[config.mk]
export PLATFORM = sky130hd
export DESIGN_NAME = sd_acq_win_gen
export DESIGN_NICKNAME = d
export VERILOG_FILES = /design/src/rtl/sd_acq_win_gen.sv
export SDC_FILE = /design/constraint.sdc
export NUM_CORES = 1
export LEC_CHECK = 0
export BUFFER_PORTS_ARGS = -buffer_cell sky130_fd_sc_hd__buf_2
export CAP_MARGIN = 5
export CORE_MARGIN = 1
export CORE_UTILIZATION = 40
export DETAILED_ROUTE_END_ITERATION = 8
export MAX_ROUTING_LAYER = met4
export PLACE_DENSITY_LB_ADDON = 0.1
export SETUP_SLACK_MARGIN = 0.4
export SLEW_MARGIN = 20
export SYNTH_ARGS = -nofsm -noshare
export SYNTH_HDL_FRONTEND = slang
export SYNTH_SLANG_ARGS = --single-unit
[constraint.sdc]
create_clock -name clk_sys -period 3.7 [get_ports clk_sys]
set_input_delay 0.74 -clock clk_sys [delete_from_list [all_inputs] [get_ports clk_sys]]
set_output_delay 0.74 -clock clk_sys [all_outputs]
set_load 0.03 [all_outputs]
[src/rtl/sd_acq_win_gen.sv]
// Multi-channel CPMG acquisition-window generator: arm on s_acq1, open a delayed
// masked window per s_acq180 echo trigger. Optional DDS phase alignment: SD_ACQ_DDS_ALIGN_EN.
module sd_acq_win_gen #(
    parameter int NUM_CH     = 2,
    parameter int DATA_W     = 16,
    parameter int ECHO_W     = 12,
    parameter int LONG_SHIFT = 4
) (
    input  logic              clk_sys,
    input  logic              rst_n,
    input  logic              dds,
    input  logic              s_acq1,
    input  logic              s_acq180,
    input  logic              long_opentime,
    input  logic              bb_ch,
    input  logic              sd_sacq_load,
    input  logic [3:0]        sd_sacq_choice,
    input  logic [DATA_W-1:0] sd_sacq_data,
    output logic [NUM_CH-1:0] en,
    output logic              busy,
    output logic              done,
    output logic              overrun,
    output logic [ECHO_W-1:0] echo_cnt
);

    localparam int CNT_W = DATA_W + LONG_SHIFT;

    typedef enum logic [2:0] {
        S_IDLE  = 3'd0,
        S_ARMED = 3'd1,
        S_DELAY = 3'd2,
`ifdef SD_ACQ_DDS_ALIGN_EN
        S_ALIGN = 3'd3,
`endif
        S_OPEN  = 3'd4
    } state_t;

    state_t              r_state;
    state_t              w_nxt;

    logic [DATA_W-1:0]   r_delay;
    logic [DATA_W-1:0]   r_len;
    logic [ECHO_W-1:0]   r_echoes;
    logic [NUM_CH-1:0]   r_mask;

    logic                r_acq1_d;
    logic                r_acq180_d;
    logic [DATA_W-1:0]   r_dly_cnt;
    logic [CNT_W-1:0]    r_open_cnt;
    logic                r_bb;
    logic [NUM_CH-1:0]   r_en;
    logic                r_done;
    logic                r_overrun;
    logic [ECHO_W-1:0]   r_echo_cnt;

    logic                w_acq1_rise;
    logic                w_acq1_fall;
    logic                w_trig_rise;
    logic                w_abort;
    logic                w_win_end;
    logic                w_last;
    logic                w_open_entry;
    logic [DATA_W-1:0]   w_len_nz;
    logic [CNT_W-1:0]    w_eff_len;
    logic [NUM_CH-1:0]   w_en_val;

    assign w_acq1_rise = s_acq1 & ~r_acq1_d;
    assign w_acq1_fall = ~s_acq1 & r_acq1_d;
    assign w_trig_rise = s_acq180 & ~r_acq180_d;
    assign w_abort     = (r_state != S_IDLE) && w_acq1_fall;

`ifdef SD_ACQ_DDS_ALIGN_EN
    logic r_dds_d;
    logic w_dds_rise;
    assign w_dds_rise = dds & ~r_dds_d;

    always_ff @(posedge clk_sys or negedge rst_n) begin
        if (!rst_n) r_dds_d <= 1'b0;
        else        r_dds_d <= dds;
    end
`else
    logic w_unused_dds;
    assign w_unused_dds = dds;
`endif

    // echoes == 0 runs forever, so the count must never be allowed to match it
    assign w_last    = (r_echoes != '0) && (ECHO_W'(r_echo_cnt + 1'b1) == r_echoes);
    assign w_len_nz  = (r_len == '0) ? DATA_W'(1) : r_len;
    assign w_eff_len = long_opentime ? (CNT_W'(w_len_nz) << LONG_SHIFT) : CNT_W'(w_len_nz);
    assign w_en_val  = r_bb ? (r_mask & NUM_CH'(1)) : r_mask;

    always_comb begin
        w_nxt     = r_state;
        w_win_end = 1'b0;
        case (r_state)
            S_IDLE:  if (w_acq1_rise) w_nxt = S_ARMED;
            S_ARMED: if (w_trig_rise) w_nxt = S_DELAY;
            S_DELAY: begin
                if (r_dly_cnt == '0) begin
`ifdef SD_ACQ_DDS_ALIGN_EN
                    w_nxt = S_ALIGN;
`else
                    w_nxt = S_OPEN;
`endif
                end
            end
`ifdef SD_ACQ_DDS_ALIGN_EN
            S_ALIGN: if (w_dds_rise) w_nxt = S_OPEN;
`endif
            S_OPEN: begin
                if (r_open_cnt == '0) begin
                    w_win_end = 1'b1;
                    w_nxt     = w_last ? S_IDLE : S_ARMED;
                end
            end
            default: w_nxt = S_IDLE;
        endcase
        // abort outranks window completion: no count, no done
        if (w_abort) begin
            w_nxt     = S_IDLE;
            w_win_end = 1'b0;
        end
    end

    assign w_open_entry = (r_state != S_OPEN) && (w_nxt == S_OPEN);

    always_ff @(posedge clk_sys or negedge rst_n) begin
        if (!rst_n) begin
            r_state    <= S_IDLE;
            r_acq1_d   <= 1'b0;
            r_acq180_d <= 1'b0;
        end else begin
            r_state    <= w_nxt;
            r_acq1_d   <= s_acq1;
            r_acq180_d <= s_acq180;
        end
    end

    always_ff @(posedge clk_sys or negedge rst_n) begin
        if (!rst_n) begin
            r_delay  <= '0;
            r_len    <= DATA_W'(1);
            r_echoes <= ECHO_W'(1);
            r_mask   <= '1;
        end else if (sd_sacq_load && (r_state == S_IDLE)) begin
            case (sd_sacq_choice)
                4'd0:    r_delay  <= sd_sacq_data;
                4'd1:    r_len    <= sd_sacq_data;
                4'd2:    r_echoes <= sd_sacq_data[ECHO_W-1:0];
                4'd3:    r_mask   <= sd_sacq_data[NUM_CH-1:0];
                default: ;
            endcase
        end
    end

    always_ff @(posedge clk_sys or negedge rst_n) begin
        if (!rst_n) begin
            r_dly_cnt  <= '0;
            r_open_cnt <= '0;
            r_bb       <= 1'b0;
        end else begin
            if (r_state == S_ARMED)
                r_dly_cnt <= r_delay;
            else if ((r_state == S_DELAY) && (r_dly_cnt != '0))
                r_dly_cnt <= r_dly_cnt - 1'b1;

            if (w_open_entry) begin
                r_open_cnt <= w_eff_len - 1'b1;
                r_bb       <= bb_ch;
            end else if ((r_state == S_OPEN) && (r_open_cnt != '0)) begin
                r_open_cnt <= r_open_cnt - 1'b1;
            end
        end
    end

    // en lags OPEN by one cycle, which gives the delay+2 trigger-to-enable latency
    always_ff @(posedge clk_sys or negedge rst_n) begin
        if (!rst_n) begin
            r_en       <= '0;
            r_done     <= 1'b0;
            r_overrun  <= 1'b0;
            r_echo_cnt <= '0;
        end else begin
            r_en   <= ((r_state == S_OPEN) && !w_abort) ? w_en_val : '0;
            r_done <= w_win_end && w_last;

            if ((r_state == S_IDLE) && w_acq1_rise) begin
                r_echo_cnt <= '0;
                r_overrun  <= 1'b0;
            end else begin
                if (w_win_end)
                    r_echo_cnt <= r_echo_cnt + 1'b1;
                if (w_trig_rise && (r_state != S_IDLE) && (r_state != S_ARMED))
                    r_overrun <= 1'b1;
            end
        end
    end

    assign en       = r_en;
    assign busy     = (r_state != S_IDLE);
    assign done     = r_done;
    assign overrun  = r_overrun;
    assign echo_cnt = r_echo_cnt;

endmodule

==> results of run 1 <==
[cells in the mapped netlist, types with 4 or more instances]
cell type,number
mux2_2,52
nor3b_1,9
and2_1,5
or3_1,5
dfrtp_1,100
xnor2_1,27
inv_1,7
nor4_1,14
nand3b_1,4
xor2_1,28
nor3_1,24
or4_1,7
and3_1,8
nor2_1,44
buf_2,5
dfstp_2,4
a211oi_1,4
a21oi_1,23
nor2b_1,5
nand4_1,9
a31oi_1,4
nand3_1,22
o21ai_0,38
nand2_1,56
clkbuf_1,16
mux2i_1,14
nand2b_1,5
[final timing paths]
kind	to	slack, ns	depth (start not counted)
setup / recovery	r_open_cnt[12]	0.57	12
hold reg to reg	en[1]	0.46	1
hold / removal	r_bb	0.45	1
min in group clk_sys	en[1]	0.46	1
setup reg to reg	r_open_cnt[12]	0.57	12
max in group asynchronous	r_len[0]	2.39	2
[registers in the layout, summed over array words and instances, names as in the netlist]
register / flops
r_state: 3
r_len: 16
r_acq1_d: 1
r_echoes: 12
en: 2
r_dly_cnt: 16
r_acq180_d: 1
overrun: 1
r_bb: 1
r_delay: 16
echo_cnt: 12
done: 1
r_mask: 2
r_open_cnt: 20
[routing by layer]
metal	GRT usage [%]	vias up	routed length, um
met4	5.53	0	206
met3	4.47	12	586
met1	25.5	2340	6760
li1	-	2278	-
met5	-	-	0
met2	34.4	72	7490
[through the flow]
step	util, %	hold WS, ns
5_1_grt	46.7	0.459
4_1_cts	46.2	0.459
3_3_place_gp	44.0	0.438
6_report	46.7	0.447
2_1_floorplan	-	0.407
3_5_place_dp	44.0	0.431
[area by class of cell]
class,count,area share (%)
clock inverter,5,0.937
sequential,104,38.3
multi-input combinational,467,48.8
tap,184,3.38
timing repair buffer,56,4.63
clock buffer,11,3.57
inverter,7,0.386
[cell families after synthesis]
| group | share of synthesized area, % |
|---|---|
| adders and majority gates | 0.625 |
| buffers and inverters | 2.29 |
| DFF | 43.4 |
| muxes | 12.3 |
| xor gates and xnor gates | 8.02 |
| AOI/OAI and AO/OA | 11.8 |
| and+or+nand+nor | 21.6 |
[critical path: stages, from the launching register on]
cell	delay [ns]
dfrtp_1	0.44
or4_4	0.61
nor2_2	0.19
nand3_4	0.16
a21oi_2	0.24
ha_4	0.21
nand3_1	0.13
a21oi_2	0.22
a31oi_4	0.09
buf_4	0.21
nor4_2	0.24
xnor2_1	0.15
mux2i_1	0.09
[where the power goes]
group | switching (mW) | total (mW) | internal [mW]
registers | 0.416 | 1.93 | 1.52
logic | 0.941 | 1.72 | 0.781
clock network | 0.446 | 0.997 | 0.551
total | 1.80 | 4.65 | 2.85
[repair_timing]
item | 4_1_cts | 5_1_grt
gates resized for setup | 2 | 10
buffers inserted | 0 | 3
endpoints found under the setup margin | 4 | 7
==> flow_summary.yaml, run 1 <==
timing:
  finalWorstSetupSlack_ns: 0.568
  tightestPinTransition_ns: 0.770
  tns_ns: 0
  drv_slew: 0
  rsz0062_at_grt: "no"
  setup_viol: 0
  hold_viol: 0
  fin_skew_ns: 0.00501
  period_minus_slack_ns: 3.13
  timing.fmax_ghz: 0.319
  relSlewSlack_pct: 48.7
  fin_crit_sh_pct: 84.6
clock_tree:
  root_buffer: "clkbuf_16"
  cts_sinks: 104
  cts_hold_buf: 0
  numCtsBuffers: 9
  clk_pin_slew_ns: 0.07
  clock_path_buffers: 2
  htreeDepth: 3
  cts_tree: "built"
  clk_latency_ns: 0.36
floorplanning:
  ioPinCount: 45
  coreArea_sq_um: 14600
  rows: 44
  initial_core_util_pct: 41.2
  die-width_um: 125
  die_h_um: 125
  die_area_sq_um: 15500
worst_setup_path:
  start_kind: "flip-flop"
  cp-end-kind: "flip-flop"
  worstPathRequired_ns: 3.93
  critPathArrivalTime_ns: 3.36
  r2r_start: "r_dly_cnt[7]"
  setup.worst_path.start: "r_dly_cnt[7]"
  setup.worst_path.class: "flip-flop to flip-flop"
  critPathMaxFanout: 7
routing:
  dr.pass1.iters: 4
  vias_per_cell: 5.64
  dr.first_iter.drc_count: 349
  antenna_left: 0
  routedWlPerCell_um: 18.0
  dr_total_vias: 4702
  drc_errors: 0
  wl_mm: 15.0
global_routing:
  grt_pass1_wl_mm: 24.6
  track_usage_pct: 20.7
  grt_pass1_vias: 4649
  antenna_found_initial: 0
  overflow: 0
  grt_max_degree: 63
placed_design:
  dp_cells: 815
  hpwl_mm: 11.2
  portBuffers: 43
  gp_congestion: 0.823
  postPlaceCellArea_sq_um: 6420
  preCtsSetupSlack_ns: 0.284
power_and_ir_drop:
  power_density_nw_per_um2: 683
  p_total_mw: 4.65
  power.leakage_nw: 2.92
  vdd.ir_drop.worst_mv: 0.324
final_layout:
  area_delta_synth_final_pct: 13.3
  fin_cells: 834
  antenna_cells: 0
  nets: 676
  layout-drive-gt1-share_pct: 24.8
  final_common_cell: "dfrtp_1"
  layout_common_cells: "dfrtp_1, nand2_1, mux2_2, nor2_1, buf_2"
  nFillCells: 1406
  multi_input_area_sq_um: 3320
  seq_area_sq_um: 2610
  fin_area_sq_um: 6810
logic_synthesis:
  ys_ff_latch: 104
  synth_top_flop_cell: "dfrtp_1"
  synth-edff-count: 0
  syn-cell-area_sq_um: 6010
  syn_nets: 634
  yosys.area.top_type_share_pct: 41.7
  ys_top_cells_by_area: "dfrtp_1, mux2_2, xor2_1"
  synth.avg_cell_area_sq_um: 9.96
  syn_inst: 603
  yosysUniqueCellTypes: 71
  synth_top_cell_by_area: "dfrtp_1"
  synth_warnings: 0
  async_flop_share_pct: 100
  ys_seq_area_share_pct: 43.4
job:
  max_cap_violations: 0
run_status:
  status: "complete, no violations"
hold_path:
  min_path_type: "input pin to asynchronous set/reset pin"
No activity file was read; power rests on OpenSTA's default activity.
==> run 2: changes to the inputs <==
clock period = 2.9 ns   (was 3.7 ns; I/O delays follow)
==> flow_summary.yaml, run 2 (same netlist as run 1, synthesis figures left out) <==
run_status:
  status: "complete, no violations"
final_layout:
  largest_register_ff_count: 20
  layout-drive-gt1-share_pct: 34.2
  area_delta_synth_final_pct: 23.7
  regMostFlops: "r_open_cnt"
  seq_area_sq_um: 2610
  fin_cells: 879
  antenna_cells: 0
  nets: 722
  final_common_cell: "dfrtp_1"
  nFillCells: 1349
  layout_common_cells: "dfrtp_1, buf_4, nand2_1, mux2_2, nor2_1"
  multi_input_area_sq_um: 3570
global_routing:
  grt_pass1_vias: 4949
  grt_max_degree: 73
  overflow: 0
  antenna_found_initial: 0
  grt_pass1_wl_mm: 26.0
  track_usage_pct: 21.7
floorplanning:
  die_h_um: 125
  die-width_um: 125
  initial_core_util_pct: 41.2
  die_area_sq_um: 15500
  rows: 44
  ioPinCount: 45
  coreArea_sq_um: 14600
timing:
  setup_viol: 0
  hold_ws_ns: 0.175
  hold_viol: 0
  rsz0062_at_grt: "yes"
  tightestPinTransition_ns: 0.692
  period_minus_slack_ns: 2.78
  relSlewSlack_pct: 53.9
  fin_skew_ns: 0.0108
  drv_slew: 0
  fin_crit_sh_pct: 95.8
  timing.fmax_ghz: 0.360
routing:
  dr.first_iter.drc_count: 278
  antenna_left: 0
  vias_per_cell: 5.58
  routedWlPerCell_um: 18.0
  drc_errors: 0
  wl_mm: 15.8
  dr.pass1.iters: 4
  dr_total_vias: 4907
worst_setup_path:
  cp-end-kind: "flip-flop"
  critPathArrivalTime_ns: 3.07
  worstPathRequired_ns: 3.19
  setup.worst_path.class: "flip-flop to flip-flop"
  critPathMaxFanout: 8
  ff2ff_path_depth: 13
  start_kind: "flip-flop"
clock_tree:
  htreeDepth: 3
  clock_path_buffers: 2
  numCtsBuffers: 9
  clk_latency_ns: 0.36
  cts_sinks: 104
  clk_pin_slew_ns: 0.08
  cts_tree: "built"
  root_buffer: "clkbuf_16"
power_and_ir_drop:
  swShare_pct: 39.0
  pwr-share-seq_pct: 37.4
  p_int_mw: 3.97
  p_clk_share_pct: 19.6
  power.leakage_nw: 3.22
  power_density_nw_per_um2: 875
  combinationalPowerShare_pct: 43.0
  vdd.ir_drop.worst_mv: 0.376
  p_switching_mw: 2.54
job:
  max_cap_violations: 0
placed_design:
  dp_cells: 849
  gp_congestion: 0.866
  hpwl_mm: 11.5
  portBuffers: 43
hold_path:
  min_path_type: "input pin to asynchronous set/reset pin"
==> run 2: final timing paths <==
kind,start,end,slack [ns]
worst max-delay path,r_dly_cnt[14],r_open_cnt[18],0.12
worst min-delay path,rst_n,r_open_cnt[5],0.17
worst max register to register,r_dly_cnt[14],r_open_cnt[18],0.12
worst min register to register,r_bb,en[1],0.45
max in group asynchronous,rst_n,r_echoes[0],1.96
min in group clk_sys,s_acq180,r_acq180_d,0.34
==> run 2: per-layer routing <==
layer  part of all wire (%)  track usage (%)
met1                     45             28.2
met4                    1.1             5.46
met2                     50             35.5
met5                      0                -
met3                    3.2             3.31
==> run 2: worst max-delay path, cell delays in order, from the launching register on <==
cell	delay, ns
dfrtp_1	0.39
or4_4	0.58
nor2_4	0.16
nand3_4	0.15
buf_6	0.16
a21oi_4	0.13
ha_4	0.19
nand3_4	0.09
a21oi_4	0.17
a31oi_4	0.05
buf_12	0.16
nor2b_4	0.10
mux2i_1	0.19
and3_1	0.17
==> run 2: per-stage QoR <==
step | TNS (ns) | total power, mW | instance area, sq um | worst slack, ns | util (%)
after floorplan | 0 | 4.12 | 6140 | 0.197 | -
after global placement | 0 | 4.87 | 6800 | 0.0220 | 46.6
after detailed placement | -0.0284 | 4.93 | 6800 | -0.0198 | 46.6
after CTS | 0 | 6.30 | 7180 | 0.125 | 49.2
after global routing | 0 | 6.94 | 7430 | 0.00427 | 51.0
final | 0 | 6.50 | 7430 | 0.123 | 51.0
==> run 2: power groups by stage <==
stage                     combinational (mW)  sequential, mW  clock, mW
after global placement                  2.45            2.42          0
final                                   2.80            2.43       1.28
after detailed placement                2.50            2.44          0
after CTS                               2.58            2.42       1.31
after floorplan                         1.80            2.32          0
after global routing                    3.08            2.51       1.35
==> run 2: repair_timing <==
item                                    in CTS  in global routing
setup buffers                                4                 11
hold buffers                                 0                  0
gates resized for setup                     11                 30
endpoints found under the setup margin      12                 32
pin swaps                                    3                 24
==> run 2: cell type report <==
class / instances / share of cell area (%)
clock inverter: 6 / 1.04
multi-input combinational: 467 / 48.0
inverter: 7 / 0.353
clock buffer: 9 / 3.03
sequential: 104 / 35.1
timing repair buffer: 102 / 9.38
tap: 184 / 3.10
==> run 3: changes to the inputs <==
CORE_UTILIZATION = 28   (was 40)
==> flow_summary.yaml, run 3 (same netlist as run 1, synthesis figures left out) <==
run_status:
  status: "complete, no violations"
final_layout:
  layout_common_cells: "dfrtp_1, buf_4, nand2_1, mux2_2"
  nets: 740
  largest_register_ff_count: 20
  regMostFlops: "r_open_cnt"
  multi_input_area_sq_um: 3600
  nFillCells: 2104
  layout-drive-gt1-share_pct: 36.3
  final_common_cell: "dfrtp_1"
  fin_cells: 989
  area_delta_synth_final_pct: 28.7
  seq_area_sq_um: 2610
  antenna_cells: 0
clock_tree:
  numCtsBuffers: 9
  clk_latency_ns: 0.36
  cts_tree: "built"
  htreeDepth: 3
  cts_sinks: 104
  root_buffer: "clkbuf_16"
  clk_pin_slew_ns: 0.08
  cts_hold_buf: 0
  clock_path_buffers: 2
placed_design:
  portBuffers: 43
  gp_congestion: 0.786
  preCtsSetupSlack_ns: -0.000870
  dp_cells: 957
  hpwl_mm: 12.5
routing:
  wl_mm: 17.0
  vias_per_cell: 4.95
  routedWlPerCell_um: 17.1
  dr.first_iter.drc_count: 181
  drc_errors: 0
  dr.pass1.iters: 4
  antenna_left: 0
  dr_total_vias: 4896
timing:
  tightestPinTransition_ns: 0.707
  relSlewSlack_pct: 52.8
  hold_viol: 0
  timing.fmax_ghz: 0.354
  fin_skew_ns: 0.0122
  rsz0062_at_grt: "yes"
  setup_viol: 0
  period_minus_slack_ns: 2.83
  fin_crit_sh_pct: 97.4
  drv_slew: 0
  finalWorstSetupSlack_ns: 0.0741
power_and_ir_drop:
  p_int_mw: 4.12
  swShare_pct: 38.9
  power.leakage_nw: 3.30
  pwr-share-seq_pct: 35.3
  vdd.ir_drop.worst_mv: 0.321
  p_total_mw: 6.73
  combinationalPowerShare_pct: 45.3
  p_switching_mw: 2.62
  power_density_nw_per_um2: 871
  p_clk_share_pct: 19.4
global_routing:
  grt_pass1_wl_mm: 27.5
  overflow: 0
  grt_max_degree: 87
  track_usage_pct: 16.6
  antenna_found_initial: 0
  grt_pass1_vias: 5012
floorplanning:
  rows: 53
  die_h_um: 148
  coreArea_sq_um: 21000
  initial_core_util_pct: 28.6
  die_area_sq_um: 22000
  ioPinCount: 45
  die-width_um: 148
hold_path:
  min_path_type: "input pin to asynchronous set/reset pin"
job:
  max_cap_violations: 0
worst_setup_path:
  critPathArrivalTime_ns: 3.05
  start_kind: "flip-flop"
  setup.worst_path.class: "flip-flop to flip-flop"
  worstPathRequired_ns: 3.13
  cp-end-kind: "flip-flop"
  critPathMaxFanout: 8
run 3: final timing paths:
| check | start | to | slack, ns | depth (start not counted) |
|---|---|---|---|---|
| min | rst_n | r_acq180_d | 0.10 | 1 |
| max | r_dly_cnt[10] | r_open_cnt[14] | 0.07 | 11 |
| max in group asynchronous | rst_n | r_len[9] | 2.02 | 2 |
| max reg2reg | r_dly_cnt[10] | r_open_cnt[14] | 0.07 | 11 |
| min in group clk_sys | s_acq180 | r_acq180_d | 0.34 | 1 |
| min reg2reg | r_bb | en[1] | 0.44 | 1 |
run 3: power by group through the flow:
stage / Combinational [mW] / Sequential (mW) / Clock (mW)
6_report: 3.05 / 2.37 / 1.31
5_1_grt: 3.35 / 2.45 / 1.40
4_1_cts: 2.85 / 2.36 / 1.35
3_5_place_dp: 2.73 / 2.38 / 0
3_3_place_gp: 2.71 / 2.37 / 0
2_1_floorplan: 1.80 / 2.32 / 0
run 3: through the flow:
| step | hold WS (ns) | TNS [ns] | cell area (sq um) | util, % |
|---|---|---|---|---|
| 4_1_cts | 0.0967 | 0 | 7460 | 35.5 |
| 2_1_floorplan | 0.284 | 0 | 6140 | - |
| 3_5_place_dp | 0.437 | -0.000870 | 7040 | 33.5 |
| 6_report | 0.104 | 0 | 7730 | 36.8 |
| 5_1_grt | 0.114 | -0.234 | 7730 | 36.8 |
| 3_3_place_gp | 0.437 | 0 | 7040 | 33.5 |
run 3: critical path: stages, from the launching register on:
cell and delay (ns):
dfrtp_1 0.39, or4_4 0.56, nor2_4 0.16, nand3_4 0.15
nor3b_4 0.24, a21oi_4 0.05, ha_4 0.19, and2_4 0.14
a31oi_4 0.38, nor3_2 0.08, xnor2_1 0.24, mux2i_1 0.10
run 3: cell type report:
cell class | count | share of cell area, %
clock inverter | 7 | 1.13
sequential | 104 | 33.8
clock buffer | 9 | 2.91
inverter | 7 | 0.340
tap | 275 | 4.45
multi-input combinational | 467 | 46.6
timing repair buffer | 120 | 10.8
run 3: repair_timing:
item                                    CTS  global route
cloned                                    0             0
pin swaps                                13            18
resized for setup                        14            39
setup buffers                             6            10
endpoints found under the setup margin   11            38
run 3: per-layer routing:
metal / vias up / routed length [um] / global-route usage (%)
met3: 14 / 389 / 1.81
li1: 2417 / - / -
met5: - / 0 / -
met1: 2407 / 8030 / 21.6
met2: 58 / 8300 / 27.0
met4: 0 / 240 / 5.15
